--- config.mk ---
export PLATFORM = sky130hd
export DESIGN_NAME = axlen_partition_mch_flat
export DESIGN_NICKNAME = d
export VERILOG_FILES = /design/src/rtl/axlen_partition_mch_if.sv /design/src/rtl/axlen_partition_mch.sv /design/src/flat_wrapper.sv
export SDC_FILE = /design/constraint.sdc
export NUM_CORES = 1
export LEC_CHECK = 0
export BUFFER_PORTS_ARGS = -buffer_cell sky130_fd_sc_hd__buf_2
export CAP_MARGIN = 20
export CORE_ASPECT_RATIO = 0.6
export CORE_MARGIN = 10
export CORE_UTILIZATION = 25
export CTS_BUF_LIST = sky130_fd_sc_hd__clkbuf_4 sky130_fd_sc_hd__clkbuf_8
export CTS_CLUSTER_DIAMETER = 150
export DETAILED_ROUTE_END_ITERATION = 10
export PLACE_DENSITY = 0.4
export SYNTH_ARGS = -nofsm -noshare
export SYNTH_HDL_FRONTEND = slang
export SYNTH_SLANG_ARGS = --single-unit
--- constraint.sdc ---
create_clock -name clk -period 6.4 [get_ports clk]
set_clock_uncertainty 0.1 [all_clocks]
set_input_delay 0.96 -clock clk [delete_from_list [all_inputs] [get_ports clk]]
set_output_delay 0.96 -clock clk [all_outputs]
set_load 0.03 [all_outputs]
--- src/rtl/axlen_partition_mch_if.sv ---
// AXI address-request channel (AW or AR) plus the matching response
// channel (B, or R-last), as seen by the DMA burst partitioner.
interface axlen_partition_mch_if #(
    parameter int AXI_AW = 32,
    parameter int AXI_IW = 8,
    parameter int AXI_LW = 8
);
    logic [AXI_IW-1:0] axid;
    logic [AXI_AW-1:0] axaddr;
    logic [AXI_LW-1:0] axlen;
    logic [2:0]        axsize;
    logic [1:0]        axburst;
    logic              axvalid;
    logic              axready;
    logic [AXI_IW-1:0] usr_bid;
    logic [1:0]        usr_bresp;
    logic              usr_bvalid;
    logic              usr_bready;

    modport master (
        output axid, axaddr, axlen, axsize, axburst, axvalid,
        input  axready,
        input  usr_bid, usr_bresp, usr_bvalid,
        output usr_bready
    );

    modport slave (
        input  axid, axaddr, axlen, axsize, axburst, axvalid,
        output axready,
        output usr_bid, usr_bresp, usr_bvalid,
        input  usr_bready
    );
endinterface

--- src/rtl/axlen_partition_mch.sv ---
// Multi-channel DMA burst partitioner. Each channel holds one descriptor
// {start address, byte length}, which is cut into INCR bursts of at most BL
// beats that never cross a 4KB page. Channels are round-robin arbitrated
// onto one registered request slot; AXID carries the channel index.
module axlen_partition_mch #(
    parameter int NCH    = 4,
    parameter int AXI_DW = 128,
    parameter int AXI_AW = 32,
    parameter int AXI_IW = 8,
    parameter int AXI_LW = 8,
    parameter int BL     = 16,
    parameter int OD     = 4
) (
    input  logic              clk,
    input  logic              reset_n,
    input  logic [NCH-1:0]    cfg_dma_valid,
    output logic [NCH-1:0]    cfg_dma_ready,
    input  logic [NCH*32-1:0] cfg_dma_sa,
    input  logic [NCH*32-1:0] cfg_dma_len,
    input  logic [NCH-1:0]    dma_irq_w1c,
    output logic [NCH-1:0]    dma_irq,
    output logic [NCH*4-1:0]  dma_err,
    axlen_partition_mch_if.master bus
);
    localparam int L  = $clog2(AXI_DW / 8);
    localparam int RW = 32 - L;
    localparam int OW = $clog2(OD + 1);
    localparam int PW = (NCH > 1) ? $clog2(NCH) : 1;

    typedef enum logic [1:0] {ST_IDLE, ST_RUN, ST_WAIT, ST_DONE} ch_state_e;

    ch_state_e         state_q [NCH];
    ch_state_e         state_d [NCH];
    logic [AXI_AW-1:0] addr_q  [NCH];
    logic [RW-1:0]     rem_q   [NCH];
    logic [OW-1:0]     outs_q  [NCH];
    logic [3:0]        err_q   [NCH];
    logic [31:0]       beats   [NCH];

    logic [NCH-1:0] elig, acc, sa_bad, len_bad, inc, dec;
    logic [PW-1:0]  rr_q, gnt_ch, idx, rsp_ch;
    logic           gnt_vld, load_en, do_grant, hs, rsp_hit;

    logic [AXI_IW-1:0] axid_q;
    logic [AXI_AW-1:0] axaddr_q;
    logic [AXI_LW-1:0] axlen_q;
    logic              axvalid_q;

    // Beats in the next burst: bounded by BL, the remaining beats and the
    // distance to the next 4KB page.
    function automatic logic [31:0] burst_beats(input logic [AXI_AW-1:0] addr,
                                                input logic [RW-1:0] rem);
        logic [31:0] b;
        logic [31:0] room;
        room = (32'd4096 - {20'd0, addr[11:0]}) >> L;
        b    = 32'(BL);
        if (32'(rem) < b)  b = 32'(rem);
        if (room < b)      b = room;
        return b;
    endfunction

    assign load_en  = !axvalid_q || bus.axready;
    assign do_grant = load_en && gnt_vld;
    assign hs       = axvalid_q && bus.axready;
    assign rsp_ch   = bus.usr_bid[PW-1:0];
    assign rsp_hit  = bus.usr_bvalid && (32'(bus.usr_bid) < 32'(NCH)) &&
                      (outs_q[rsp_ch] != '0);

    // Per-channel burst size, eligibility, descriptor checks and counter events.
    always_comb begin
        for (int c = 0; c < NCH; c++) begin
            beats[c]   = burst_beats(addr_q[c], rem_q[c]);
            elig[c]    = (state_q[c] == ST_RUN) && (rem_q[c] != '0) && (outs_q[c] < OW'(OD));
            sa_bad[c]  = cfg_dma_sa[32*c +: L] != '0;
            len_bad[c] = (cfg_dma_len[32*c +: 32] == 32'd0) || (cfg_dma_len[32*c +: L] != '0);
            inc[c]     = do_grant && (gnt_ch == PW'(c));
            dec[c]     = rsp_hit && (rsp_ch == PW'(c));
        end
    end

    // Round-robin: first eligible channel at or after the pointer.
    always_comb begin
        gnt_vld = 1'b0;
        gnt_ch  = '0;
        idx     = '0;
        for (int i = 0; i < NCH; i++) begin
            idx = PW'((int'(rr_q) + i) % NCH);
            if (!gnt_vld && elig[idx]) begin
                gnt_vld = 1'b1;
                gnt_ch  = idx;
            end
        end
    end

    // Channel FSM next state; a bad descriptor skips straight to DONE.
    always_comb begin
        for (int c = 0; c < NCH; c++) begin
            state_d[c] = state_q[c];
            acc[c]     = 1'b0;
            unique case (state_q[c])
                ST_IDLE: if (cfg_dma_valid[c]) begin
                    acc[c]     = 1'b1;
                    state_d[c] = (sa_bad[c] || len_bad[c]) ? ST_DONE : ST_RUN;
                end
                ST_RUN:  if (hs && (axid_q == AXI_IW'(c)) && (rem_q[c] == '0))
                    state_d[c] = ST_WAIT;
                ST_WAIT: if (outs_q[c] == '0)
                    state_d[c] = ST_DONE;
                ST_DONE: if (dma_irq_w1c[c])
                    state_d[c] = ST_IDLE;
            endcase
        end
    end

    // Channel state register.
    always_ff @(posedge clk or negedge reset_n) begin
        if (!reset_n) begin
            for (int c = 0; c < NCH; c++) state_q[c] <= ST_IDLE;
        end else begin
            for (int c = 0; c < NCH; c++) state_q[c] <= state_d[c];
        end
    end

    // Per-channel address, remaining beats, outstanding count and sticky errors;
    // a grant is charged to its channel immediately.
    always_ff @(posedge clk or negedge reset_n) begin
        if (!reset_n) begin
            for (int c = 0; c < NCH; c++) begin
                addr_q[c] <= '0;
                rem_q[c]  <= '0;
                outs_q[c] <= '0;
                err_q[c]  <= '0;
            end
        end else begin
            for (int c = 0; c < NCH; c++) begin
                if (acc[c]) begin
                    addr_q[c] <= cfg_dma_sa[32*c +: AXI_AW];
                    rem_q[c]  <= cfg_dma_len[32*c+L +: RW];
                    err_q[c]  <= {2'b00, len_bad[c], sa_bad[c]};
                end else begin
                    if (inc[c]) begin
                        addr_q[c] <= addr_q[c] + (AXI_AW'(beats[c]) << L);
                        rem_q[c]  <= rem_q[c] - RW'(beats[c]);
                    end
                    if (dec[c] && (bus.usr_bresp == 2'b10)) err_q[c][2] <= 1'b1;
                    if (dec[c] && (bus.usr_bresp == 2'b11)) err_q[c][3] <= 1'b1;
                end
                if (inc[c] && !dec[c])      outs_q[c] <= outs_q[c] + OW'(1);
                else if (dec[c] && !inc[c]) outs_q[c] <= outs_q[c] - OW'(1);
            end
        end
    end

    // Request slot: reload on grant whenever it is empty or being accepted,
    // otherwise hold stable until axready.
    always_ff @(posedge clk or negedge reset_n) begin
        if (!reset_n) begin
            axvalid_q <= 1'b0;
            axid_q    <= '0;
            axaddr_q  <= '0;
            axlen_q   <= '0;
            rr_q      <= '0;
        end else if (do_grant) begin
            axvalid_q <= 1'b1;
            axid_q    <= AXI_IW'(gnt_ch);
            axaddr_q  <= addr_q[gnt_ch];
            axlen_q   <= AXI_LW'(beats[gnt_ch] - 32'd1);
            rr_q      <= PW'((int'(gnt_ch) + 1) % NCH);
        end else if (hs) begin
            axvalid_q <= 1'b0;
        end
    end

    // Status and bus outputs.
    always_comb begin
        for (int c = 0; c < NCH; c++) begin
            cfg_dma_ready[c]   = state_q[c] == ST_IDLE;
            dma_irq[c]         = state_q[c] == ST_DONE;
            dma_err[4*c +: 4]  = err_q[c];
        end
    end

    assign bus.axid       = axid_q;
    assign bus.axaddr     = axaddr_q;
    assign bus.axlen      = axlen_q;
    assign bus.axsize     = 3'(L);
    assign bus.axburst    = 2'b01;
    assign bus.axvalid    = axvalid_q;
    assign bus.usr_bready = 1'b1;
endmodule

--- src/flat_wrapper.sv ---
// flat-port wrapper written by rule: the top's interface ports become plain ports
module axlen_partition_mch_flat 
#(
    parameter int NCH    = 4,
    parameter int AXI_DW = 128,
    parameter int AXI_AW = 32,
    parameter int AXI_IW = 8,
    parameter int AXI_LW = 8,
    parameter int BL     = 16,
    parameter int OD     = 4
)
  (clk, reset_n, cfg_dma_valid, cfg_dma_ready, cfg_dma_sa, cfg_dma_len, dma_irq_w1c, dma_irq, dma_err, bus_axid, bus_axaddr, bus_axlen, bus_axsize, bus_axburst, bus_axvalid, bus_axready, bus_usr_bid, bus_usr_bresp, bus_usr_bvalid, bus_usr_bready);
  axlen_partition_mch_if #(.AXI_AW(AXI_AW), .AXI_IW(AXI_IW), .AXI_LW(AXI_LW)) bus_i ();
  input  logic clk;
  input  logic reset_n;
  input  logic [NCH-1:0] cfg_dma_valid;
  output logic [NCH-1:0] cfg_dma_ready;
  input  logic [NCH*32-1:0] cfg_dma_sa;
  input  logic [NCH*32-1:0] cfg_dma_len;
  input  logic [NCH-1:0] dma_irq_w1c;
  output logic [NCH-1:0] dma_irq;
  output logic [NCH*4-1:0] dma_err;
  output wire logic [$bits(bus_i.axid)-1:0] bus_axid;
  output wire logic [$bits(bus_i.axaddr)-1:0] bus_axaddr;
  output wire logic [$bits(bus_i.axlen)-1:0] bus_axlen;
  output wire logic [$bits(bus_i.axsize)-1:0] bus_axsize;
  output wire logic [$bits(bus_i.axburst)-1:0] bus_axburst;
  output wire logic [$bits(bus_i.axvalid)-1:0] bus_axvalid;
  input wire logic [$bits(bus_i.axready)-1:0] bus_axready;
  input wire logic [$bits(bus_i.usr_bid)-1:0] bus_usr_bid;
  input wire logic [$bits(bus_i.usr_bresp)-1:0] bus_usr_bresp;
  input wire logic [$bits(bus_i.usr_bvalid)-1:0] bus_usr_bvalid;
  output wire logic [$bits(bus_i.usr_bready)-1:0] bus_usr_bready;
  assign bus_axid = bus_i.axid;
  assign bus_axaddr = bus_i.axaddr;
  assign bus_axlen = bus_i.axlen;
  assign bus_axsize = bus_i.axsize;
  assign bus_axburst = bus_i.axburst;
  assign bus_axvalid = bus_i.axvalid;
  assign bus_i.axready = bus_axready;
  assign bus_i.usr_bid = bus_usr_bid;
  assign bus_i.usr_bresp = bus_usr_bresp;
  assign bus_i.usr_bvalid = bus_usr_bvalid;
  assign bus_usr_bready = bus_i.usr_bready;
  axlen_partition_mch #(.NCH(NCH), .AXI_DW(AXI_DW), .AXI_AW(AXI_AW), .AXI_IW(AXI_IW), .AXI_LW(AXI_LW), .BL(BL), .OD(OD)) u_core (.clk(clk), .reset_n(reset_n), .cfg_dma_valid(cfg_dma_valid), .cfg_dma_ready(cfg_dma_ready), .cfg_dma_sa(cfg_dma_sa), .cfg_dma_len(cfg_dma_len), .dma_irq_w1c(dma_irq_w1c), .dma_irq(dma_irq), .dma_err(dma_err), .bus(bus_i));
endmodule
# ---- Word level (Yosys, flattened, before mapping)
# Cells that the tools add are included.
dict set report word_totals {
  register_bits 321
  in_bits 278
  out_inout_bits 79
  elab_cells 342
}
dict set report op_classes {
  add_sub_neg 25
  n_lt_le_gt_ge 19
  n_eq_ne 39
  n_mux 103
  bitwise 2
  reduce_logical 121
}
# cell count
set ops {}
lappend ops {{32-bit 2-to-1 mux} 13}
lappend ops {{28-bit 2-to-1 mux} 13}
lappend ops {{32-bit adder} 4}
lappend ops {{32-bit binary-select mux with 2-bit select} 2}
lappend ops {{32-bit zero test} 4}
lappend ops {{28-bit zero test} 4}
lappend ops {{28-bit by 5-bit less-than comparator with 1-bit output, second input constant} 4}
lappend ops {{28-bit nonzero test} 4}
lappend ops {{28-bit subtractor} 4}
lappend ops {{28-bit less-than comparator} 3}
lappend ops {{2-bit 2-to-1 mux} 28}
lappend ops {{13-bit by 12-bit subtractor with 14-bit output, first input constant} 4}
lappend ops {{1-bit logical AND} 47}
lappend ops {{2-bit nonzero test} 17}
lappend ops {{2-bit == test, second input constant} 16}
lappend ops {{28-bit by 32-bit less-than comparator with 1-bit output} 1}
lappend ops {{2-bit case mux with 4 select lines} 4}
lappend ops {{4-bit nonzero test} 8}
lappend ops {{3-bit 2-to-1 mux} 10}
lappend ops {{1-bit 2-to-1 mux} 26}
lappend ops {{2-bit != test, second input constant} 12}
lappend ops {{8-bit 2-to-1 mux} 2}
lappend ops {{4-bit AND reduction} 4}
lappend ops {{2-bit by 1-bit == test with 1-bit output, second input constant} 7}
lappend ops {{other kinds (19)} 68}

# ---- Depth between registers and ports, before layout
# Gate-level depths: netlist of run 1.
dict set report depth {
  ltp_word 21
  depth_mapped 29
  mapped_depth_nobuf 29
}

# ---- Least setup slack after synthesis of run 1
# Ideal clock, no wire load.
dict set report synth_path {
  kind {register to register}
  from {register u_core.addr_q[99] (netlist bit)}
  to {register u_core.addr_q[127] (netlist bit)}
  setup_time_ns 0.133
  t_arrival_ns 6.516
  t_required_ns 6.167
  slack_ns -0.349
  stages_incl_launch_ff 27
  n_path_buf 1
  synth_period_minus_slack_ns 6.749
  path_cell_list {dfrtp_1 > or4_4 > or4b_1 > or4_1 > xor2_1 > ha_1 > o21ai_0 > a21o_1 > a31o_2 > and2_1 > clkbuf_1 > o21ai_0 > ha_1 > a21o_1 > a21oi_1 > o21bai_1 > a2111oi_0 > o311ai_0 > a21oi_1 > nor2_1 > a31oi_1 > o21ai_0 > a21o_1 > a21o_1 > a21oi_1 > mux2i_1 > nor3_1}
}
dict set report synth_between {
  elab_chain_len 6
}
# item line
set synth_lines {}
lappend synth_lines {{from (decl)} axlen_partition_mch.sv:34} ;# logic [AXI_AW-1:0] addr_q [NCH];
lappend synth_lines {{from (signal, indexed assignment)} axlen_partition_mch.sv:137} ;# addr_q[c] <= cfg_dma_sa[32*c +: AXI_AW];
lappend synth_lines {{from (signal, indexed assignment)} axlen_partition_mch.sv:142} ;# addr_q[c] <= addr_q[c] + (AXI_AW'(beats[c]) << L);
lappend synth_lines {{13-bit by 12-bit subtractor with 14-bit output} axlen_partition_mch.sv:55} ;# room = (32'd4096 - {20'd0, addr[11:0]}) >> L;
lappend synth_lines {{28-bit less-than comparator} axlen_partition_mch.sv:58} ;# if (room < b) b = room;
lappend synth_lines {{28-bit 2-to-1 mux} axlen_partition_mch.sv:58}
lappend synth_lines {{32-bit adder (*)} axlen_partition_mch.sv:142}
lappend synth_lines {{32-bit 2-to-1 mux (*)} axlen_partition_mch.sv:141} ;# if (inc[c]) begin
lappend synth_lines {{32-bit 2-to-1 mux (*)} axlen_partition_mch.sv:136} ;# if (acc[c]) begin
# Every way passes the cells marked *; elsewhere a longest branch is shown, timed or not. The select of a mux whose other input is x is not followed.
# A chain may end at the register's enable or synchronous reset.

# ---- Final worst setup path of run 1
dict set report layout_path {
  from {register u_core.addr_q[0] (netlist bit)}
  to {register u_core.addr_q[31] (netlist bit)}
}
dict set report layout_between {
  elab_chain_len 6
}
# item line
set layout_lines {}
lappend layout_lines {{13-bit by 12-bit subtractor with 14-bit output} axlen_partition_mch.sv:55}
lappend layout_lines {{28-bit less-than comparator} axlen_partition_mch.sv:58}
lappend layout_lines {{32-bit 2-to-1 mux} axlen_partition_mch.sv:58}
lappend layout_lines {{32-bit adder (*)} axlen_partition_mch.sv:142}
lappend layout_lines {{32-bit 2-to-1 mux (*)} axlen_partition_mch.sv:141}
lappend layout_lines {{32-bit 2-to-1 mux (*)} axlen_partition_mch.sv:136}
# Marks and branches as above.

==> results of run 1 <==
==> where the power goes <==
part           internal [W]  total (W)  switching [W]
clock network       0.00130    0.00242        0.00111
logic               0.00757     0.0175        0.00989
registers           0.00308    0.00427        0.00118
total                0.0120     0.0241         0.0122
==> layer usage <==
metal | wire (um) | share of wire, %
met1 | 62560 | 53
met2 | 47470 | 40
met3 | 5369 | 4.5
met4 | 2946 | 2.5
met5 | 68 | 0.057
==> what timing repair did <==
action | in CTS | in global routing
pin swaps | 16 | 101
gates resized for setup | 43 | 186
hold buffers | 1 | 0
endpoints found under the hold margin | 34 | 0
setup buffers | 6 | 37
gates cloned | 0 | 0
setup endpoints to repair | 46 | 96
==> logic make-up (layout without fill, tap and decap cells) <==
kind of cell / Yosys count / after routing / share of synthesized area (%)
and+or+nand+nor: 1366 / 1366 / 21.98
xor gates and xnor gates: 231 / 231 / 7.332
adders and majority gates: 287 / 287 / 13.21
other: 2 / 174 / 0.02722
buffers and inverters: 288 / 925 / 4.117
DFF: 321 / 321 / 29.11
muxes: 25 / 25 / 0.9840
AOI/OAI and AO/OA: 1066 / 1066 / 23.23
==> layout make-up <==
class | count | area [um2]
diodes | 2 | 5.005
multi-input cells | 3147 | 20090
well taps | 1488 | 1862
flip-flops and latches | 321 | 8034
fillers | 11973 | 73370
clock buffers | 106 | 1321
inverters | 127 | 479.2
repair buffers | 684 | 4404
clock inverters | 8 | 52.55
==> metrics by stage <==
stage,area [um2],instances,power [W]
2_1_floorplan,28260,3756,0.01449
3_3_place_gp,33550,5723,0.02050
3_5_place_dp,33550,5723,0.02041
4_1_cts,35150,5844,0.02319
5_1_grt,36250,5882,0.02640
6_report,36250,5883,0.02415
==> Yosys cell counts, drive strengths merged, types with 69 or more instances <==
cell type | count | area share, %
inv | 126 | 1.7
dfrtp | 321 | 29
a21o | 95 | 2.6
xor2 | 94 | 3.0
clkbuf | 131 | 1.8
nand2 | 639 | 8.7
xnor2 | 137 | 4.3
o21ai | 326 | 6.0
a31oi | 69 | 1.6
ha | 269 | 12
a21oi | 370 | 6.7
nand3 | 84 | 1.5
nor2 | 317 | 4.3
==> worst max-delay path, delay by kind of cell (launching register included) <==
| kind | cells | cell delay (ns) |
|---|---|---|
| compound gates | 16 | 2.79 |
| xor+xnor | 2 | 0.34 |
| fa+ha+maj | 2 | 0.45 |
| buf+inv | 3 | 0.28 |
| flops | 1 | 0.38 |
| simple gates | 6 | 1.85 |
==> state kept, by name, indices dropped and copies added, names as in the netlist <==
| signal | flops |
|---|---|
| u_core.addr_q | 128 |
| u_core.bus.axaddr | 32 |
| u_core.bus.axid | 2 |
| u_core.bus.axlen | 8 |
| u_core.bus.axvalid | 1 |
| u_core.dma_err | 16 |
| u_core.outs_q | 12 |
| u_core.rem_q | 112 |
| u_core.rr_q | 2 |
| u_core.state_q | 8 |
==> how the worst min path moves through the flow <==
stage,startpoint,to,slack [ns],cells after the start
2_1_floorplan,u_core.outs_q[2],u_core.outs_q[2],0.36,1
3_3_place_gp,u_core.bus.axaddr[16],u_core.bus.axaddr[16],0.36,2
3_5_place_dp,u_core.dma_err[1],u_core.dma_err[1],0.36,2
4_1_cts,cfg_dma_sa[6],u_core.addr_q[102],0.25,3
5_1_grt,cfg_dma_sa[19],u_core.addr_q[115],0.29,3
6_report,cfg_dma_sa[22],u_core.addr_q[118],0.35,3
==> metrics.md, run 1 <==
| Metric | Value |
|---|---|
| Capturing element of the worst setup path | `u_core.addr_q[31]` |
| Buffer type at the clock tree root | `sky130_fd_sc_hd__clkbuf_8` |
| Number of global-route vias before repair | `26.75k` |
| Worst path slowest cell | `sky130_fd_sc_hd__or4_4` |
| CTS sink cnt | `321` |
| Antenna-violating nets left | `0` |
| Total CTS buffers | `69` |
| Gr busiest metal | `met1` |
| Global-route track usage on met1 | `27.74%` |
| DP Wirelength | `92.81 mm` |
| Reg2Reg Launch Point | `u_core.addr_q[0]` |
| FF-to-FF End | `u_core.addr_q[31]` |
| Clock latency on the worst-skew pair | `0.73 ns` |
| Delay of the slowest cell on the worst path | `0.56 ns` |
| Worst slack after detailed placement | `-0.4843 ns` |
| Highest-count cells in the layout ignoring fill and taps | `sky130_fd_sc_hd__nand2_1, sky130_fd_sc_hd__buf_2, sky130_fd_sc_hd__a21oi_1` |
| Slew at the pin closest to its max-slew limit | `1.128 ns` |
| Core occupancy in the finished layout | `33.07%` |
| Top-level I/O count | `357` |
| Fmax | `157.5 MHz` |
| Die Footprint | `124500 um2` |
| Met3 track demand over resource in global routing | `3.417%` |
| Row count | `94` |
| Final worst path period need | `6.349 ns` |
| Worst hold slack after final layout | `0.3464 ns` |
| Max FO, Critical Path | `3` |
| Setup total negative slack | `0 ns` |
| Wire length of the first global-routing pass | `174.6 mm` |
| X dimension of the die | `448.9 um` |
| Number of synthesized flops with an enable pin | `0` |
| Critical path class | `reg2reg` |
| Mapped Avg Cell Area | `7.695 um2` |
| Final period utilization | `99.20%` |
| Floorplan core area | `109600 um2` |
| Final slew viol count | `0` |
| Nature of the critical path startpoint | `flop` |
| Synthesized area | `27590 um2` |
| Worst Setup End Kind | `flop` |
| Remaining Overflow, GRT | `0` |
| Max_cap viols | `0` |
| Critical path arrival | `6.81 ns` |
| Fraction of final layout cells with drive strength greater than 1 | `23.17%` |
| Worst endpoint required time | `6.86 ns` |
| Most frequent standard cell in the layout excluding fill and tap cells | `sky130_fd_sc_hd__nand2_1` |
| Final setup violation count | `0` |
| Starting density of the core | `25.17%` |
| Yosys warning count | `0` |
| Leakage component of the power | `17.02 nW` |
| PnR worst setup slack | `0.05099 ns` |
| Routed wire length per instance | `20.13 um` |
| First drt pass iteration count | `5` |
| RSZ-0062 raised after global routing | `true` |
| Vertical extent of the die | `277.3 um` |
| Maximum count of clock buffers along a single path | `3` |
| Met2 GRT Util | `25.40%` |
| Via count | `27.87k` |
| Layout area overhead | `31.37%` |
| Post-DR vias/cell | `4.737` |
| Hold Vio Cnt, Final | `0` |
| Routability congestion estimate from global placement | `0.8427` |
| Gate count after technology mapping | `3586` |
| Remaining design rule violation count | `0` |
| Count of port buffers added during placement | `344` |
| Depth of the CTS H-tree | `3` |
| Initial antenna violation count | `14` |
| Tightest Hold Check Type | `in2reg` |
| Synth cell types | `91` |
| Critical Path Source | `u_core.addr_q[0]` |
| Final wirelength | `118.4 mm` |
| Maximum number of pins on one net before global-route repair | `96` |
| Cell Pwr Density | `666.2 nW/um2` |
| Post-synthesis sequential area ratio | `29.11%` |
| Async set-or-reset flop fraction in the synthesized netlist | `100.0%` |
| Main synth FF type | `sky130_fd_sc_hd__dfrtp_1` |
| Number of nets in the layout | `4907` |
| Cell count of the worst reg-to-reg path | `29` |
| Clock-pin slew reported for the worst setup and hold paths after clock tree synthesis | `0.06 ns` |
| Worst R2R Setup Slack | `0.05 ns` |
| CTS tree | `done` |
| Number of violations reported at the end of detailed-routing iteration 0 | `1599` |
| Outcome | `complete, no violations` |
| Relative slew margins | `24.15%` |
| GR Util All Layers | `18.12%` |
| Worst vdd ir | `0.2915 mV` |
| Count of state elements after synthesis | `321` |
(Power assumes the default switching activity.)
==> run 2: changes to the inputs <==
--- a/config.mk
+++ b/config.mk
@@ -5,7 +5,6 @@
 export SDC_FILE = /design/constraint.sdc
 export NUM_CORES = 1
 export LEC_CHECK = 0
-export BUFFER_PORTS_ARGS = -buffer_cell sky130_fd_sc_hd__buf_2
 export CAP_MARGIN = 20
 export CORE_ASPECT_RATIO = 0.6
 export CORE_MARGIN = 10
@@ -13,7 +12,8 @@
 export CTS_BUF_LIST = sky130_fd_sc_hd__clkbuf_4 sky130_fd_sc_hd__clkbuf_8
 export CTS_CLUSTER_DIAMETER = 150
 export DETAILED_ROUTE_END_ITERATION = 10
-export PLACE_DENSITY = 0.4
+export DONT_BUFFER_PORTS = 1
+export PLACE_DENSITY = 0.38
 export SYNTH_ARGS = -nofsm -noshare
 export SYNTH_HDL_FRONTEND = slang
 export SYNTH_SLANG_ARGS = --single-unit
==> metrics.md, run 2 (synthesis gave the netlist of run 1 again) <==
| Metric | Value |
|---|---|
| Outcome | `finished, violations left (was complete, no violations)` |
| Violations in the final reports | `hold timing` |
| Fmax | `157.4 MHz (was 157.5 MHz)` |
| Tightest Hold Check Type | `in2async (was in2reg)` |
| Cell count of the worst reg-to-reg path | `29 (unchanged)` |
| First drt pass iteration count | `7 (was 5)` |
| Worst endpoint required time | `6.98 ns (was 6.86 ns)` |
| Worst vdd ir | `0.2833 mV (was 0.2915 mV)` |
| Final worst path period need | `6.351 ns (was 6.349 ns)` |
| Antenna-violating nets left | `0 (unchanged)` |
| Die Footprint | `124500 um2 (unchanged)` |
| Vertical extent of the die | `277.3 um (unchanged)` |
| Global-route track usage on met1 | `27.91% (was 27.74%)` |
| DP Wirelength | `92.16 mm (was 92.81 mm)` |
| Floorplan core area | `109600 um2 (unchanged)` |
| Total placed cells including tap cells | `5394 (was 5723)` |
| Remaining design rule violation count | `0 (unchanged)` |
| Routed wire length per instance | `21.39 um (was 20.13 um)` |
| Slew at the pin closest to its max-slew limit | `1.232 ns (was 1.128 ns)` |
| Initial antenna violation count | `14 (unchanged)` |
| Critical Path Source | `u_core.addr_q[0] (unchanged)` |
| Nature of the critical path startpoint | `flop (unchanged)` |
| Critical path class | `reg2reg (unchanged)` |
| Delay of the slowest cell on the worst path | `0.61 ns (was 0.56 ns)` |
| Core occupancy in the finished layout | `31.50% (was 33.07%)` |
| CTS sink cnt | `321 (unchanged)` |
| Layout area overhead | `25.13% (was 31.37%)` |
| CTS tree | `done (unchanged)` |
| Clock-pin slew reported for the worst setup and hold paths after clock tree synthesis | `0.07 ns (was 0.06 ns)` |
| RSZ-0062 raised after global routing | `true (unchanged)` |
| Depth of the CTS H-tree | `3 (unchanged)` |
| Filler-free cell count of the finished design | `5549 (was 5883)` |
| Final slew viol count | `0 (unchanged)` |
| Wire length of the first global-routing pass | `173.9 mm (was 174.6 mm)` |
| Max FFs per register | `128 (unchanged)` |
| Buffer type at the clock tree root | `sky130_fd_sc_hd__clkbuf_8 (unchanged)` |
| Post-DR vias/cell | `4.804 (was 4.737)` |
| Met3 track demand over resource in global routing | `3.826% (was 3.417%)` |
| Worst slack after detailed placement | `-0.5137 ns (was -0.4843 ns)` |
| Final Power | `0.02401 W (was 0.02415 W)` |
| Fraction of final layout cells with drive strength greater than 1 | `17.09% (was 23.17%)` |
| Routability congestion estimate from global placement | `0.8415 (was 0.8427)` |
| Register containing the most flip-flops in the final layout | `u_core.addr_q (unchanged)` |
| FF-to-FF End | `u_core.addr_q[30] (was u_core.addr_q[31])` |
| Final period utilization | `99.24% (was 99.20%)` |
| Clock latency on the worst-skew pair | `0.74 ns (was 0.73 ns)` |
| Setup total negative slack | `0 ns (unchanged)` |
| Worst path slowest cell | `sky130_fd_sc_hd__or4_4 (unchanged)` |
| PnR worst setup slack | `0.04865 ns (was 0.05099 ns)` |
| Maximum number of pins on one net before global-route repair | `322 (was 96)` |
| Highest-count cells in the layout ignoring fill and taps | `sky130_fd_sc_hd__nand2_1, sky130_fd_sc_hd__buf_4, sky130_fd_sc_hd__a21oi_1 (was sky130_fd_sc_hd__nand2_1, sky130_fd_sc_hd__buf_2, sky130_fd_sc_hd__a21oi_1)` |
| Number of global-route vias before repair | `25.43k (was 26.75k)` |
| Gr busiest metal | `met1 (unchanged)` |
| Number of violations reported at the end of detailed-routing iteration 0 | `1821 (was 1599)` |
| Max_cap viols | `0 (unchanged)` |
| Worst hold slack after final layout | `-0.1915 ns (was 0.3464 ns)` |
| Maximum count of clock buffers along a single path | `3 (unchanged)` |
| Worst Setup End Kind | `flop (unchanged)` |
| Number of nets in the layout | `4569 (was 4907)` |
| Met2 GRT Util | `25.14% (was 25.40%)` |
| Most frequent standard cell in the layout excluding fill and tap cells | `sky130_fd_sc_hd__nand2_1 (unchanged)` |
| Reg2Reg Launch Point | `u_core.addr_q[0] (unchanged)` |
| Most repeated library cell on the critical path | `sky130_fd_sc_hd__a21oi_2` |
| Count of port buffers added during placement | `0 (was 344)` |
| Remaining Overflow, GRT | `0 (unchanged)` |
| Row count | `94 (unchanged)` |
| Max FO, Critical Path | `3 (unchanged)` |
| Final wirelength | `118.7 mm (was 118.4 mm)` |
| Worst R2R Setup Slack | `0.05 ns (about the same)` |
| X dimension of the die | `448.9 um (unchanged)` |
| Hold Vio Cnt, Final | `189 (was 0)` |
| Critical path arrival | `6.93 ns (was 6.81 ns)` |
| Leakage component of the power | `15.65 nW (was 17.02 nW)` |
| Cell Pwr Density | `695.3 nW/um2 (was 666.2 nW/um2)` |
| Top-level I/O count | `357 (unchanged)` |
| Starting density of the core | `25.17% (unchanged)` |
| Relative slew margins | `17.87% (was 24.15%)` |
| Final setup violation count | `0 (unchanged)` |
| Via count | `26.66k (was 27.87k)` |
| GR Util All Layers | `18.23% (was 18.12%)` |
| Total CTS buffers | `67 (was 69)` |
==> run 2: critical path, delay by kind of cell (launching register included) <==
family	cells	cell delay, ns
AOI/OAI and AO/OA	13	2.50
and+or+nand+nor	8	1.91
adders and majority gates	3	0.71
DFF	1	0.38
buffers and inverters	3	0.36
xor gates and xnor gates	2	0.34
==> run 2: worst max path at each step <==
stage                         end  slack [ns]  cells after the start
2_1_floorplan  u_core.addr_q[127]       -0.09                     26
6_report        u_core.addr_q[30]        0.05                     29
3_5_place_dp     u_core.rem_q[26]       -0.51                     31
3_3_place_gp    u_core.addr_q[31]       -0.39                     29
5_1_grt         u_core.addr_q[30]       -0.29                     29
4_1_cts          u_core.rem_q[25]       0.001                     29
==> run 2: metrics by stage <==
step                      area [um2]  hold slack [ns]
after global routing           34530          -0.2705
after CTS                      33490          -0.2782
after floorplan                28260           0.3578
final                          34530          -0.1915
after detailed placement       31880           0.3850
after global placement         31880           0.3872
==> run 2: layout make-up <==
| type | instances | area [um2] |
|---|---|---|
| antenna | 6 | 15.01 |
| sequential | 321 | 8033 |
| clock inverter | 16 | 135.1 |
| clock buffer | 96 | 1246 |
| multi-input combinational | 3147 | 20100 |
| tap | 1488 | 1862 |
| inverter | 127 | 476.7 |
| timing repair buffer | 348 | 2656 |
| fill | 12037 | 75090 |
==> run 2: what timing repair did <==
item                       in CTS  in global routing
setup endpoints to repair      56                 88
hold endpoints to repair      321                321
pin swaps                      19                121
buffers inserted                3                 34
resized for setup              57                178
==> run 2: power by group <==
| part | switching [W] | total, W | internal (W) |
|---|---|---|---|
| combinational | 0.00957 | 0.0170 | 0.00739 |
| sequential | 0.00153 | 0.00461 | 0.00308 |
| clock | 0.00112 | 0.00244 | 0.00132 |
| total | 0.0122 | 0.0240 | 0.0118 |
==> run 2: metal layers <==
metal / vias to the layer above / wire [um]
met5: - / 34
met4: 6 / 3067
met3: 131 / 5957
met2: 491 / 47020
met1: 12637 / 62620
li1: 13392 / -
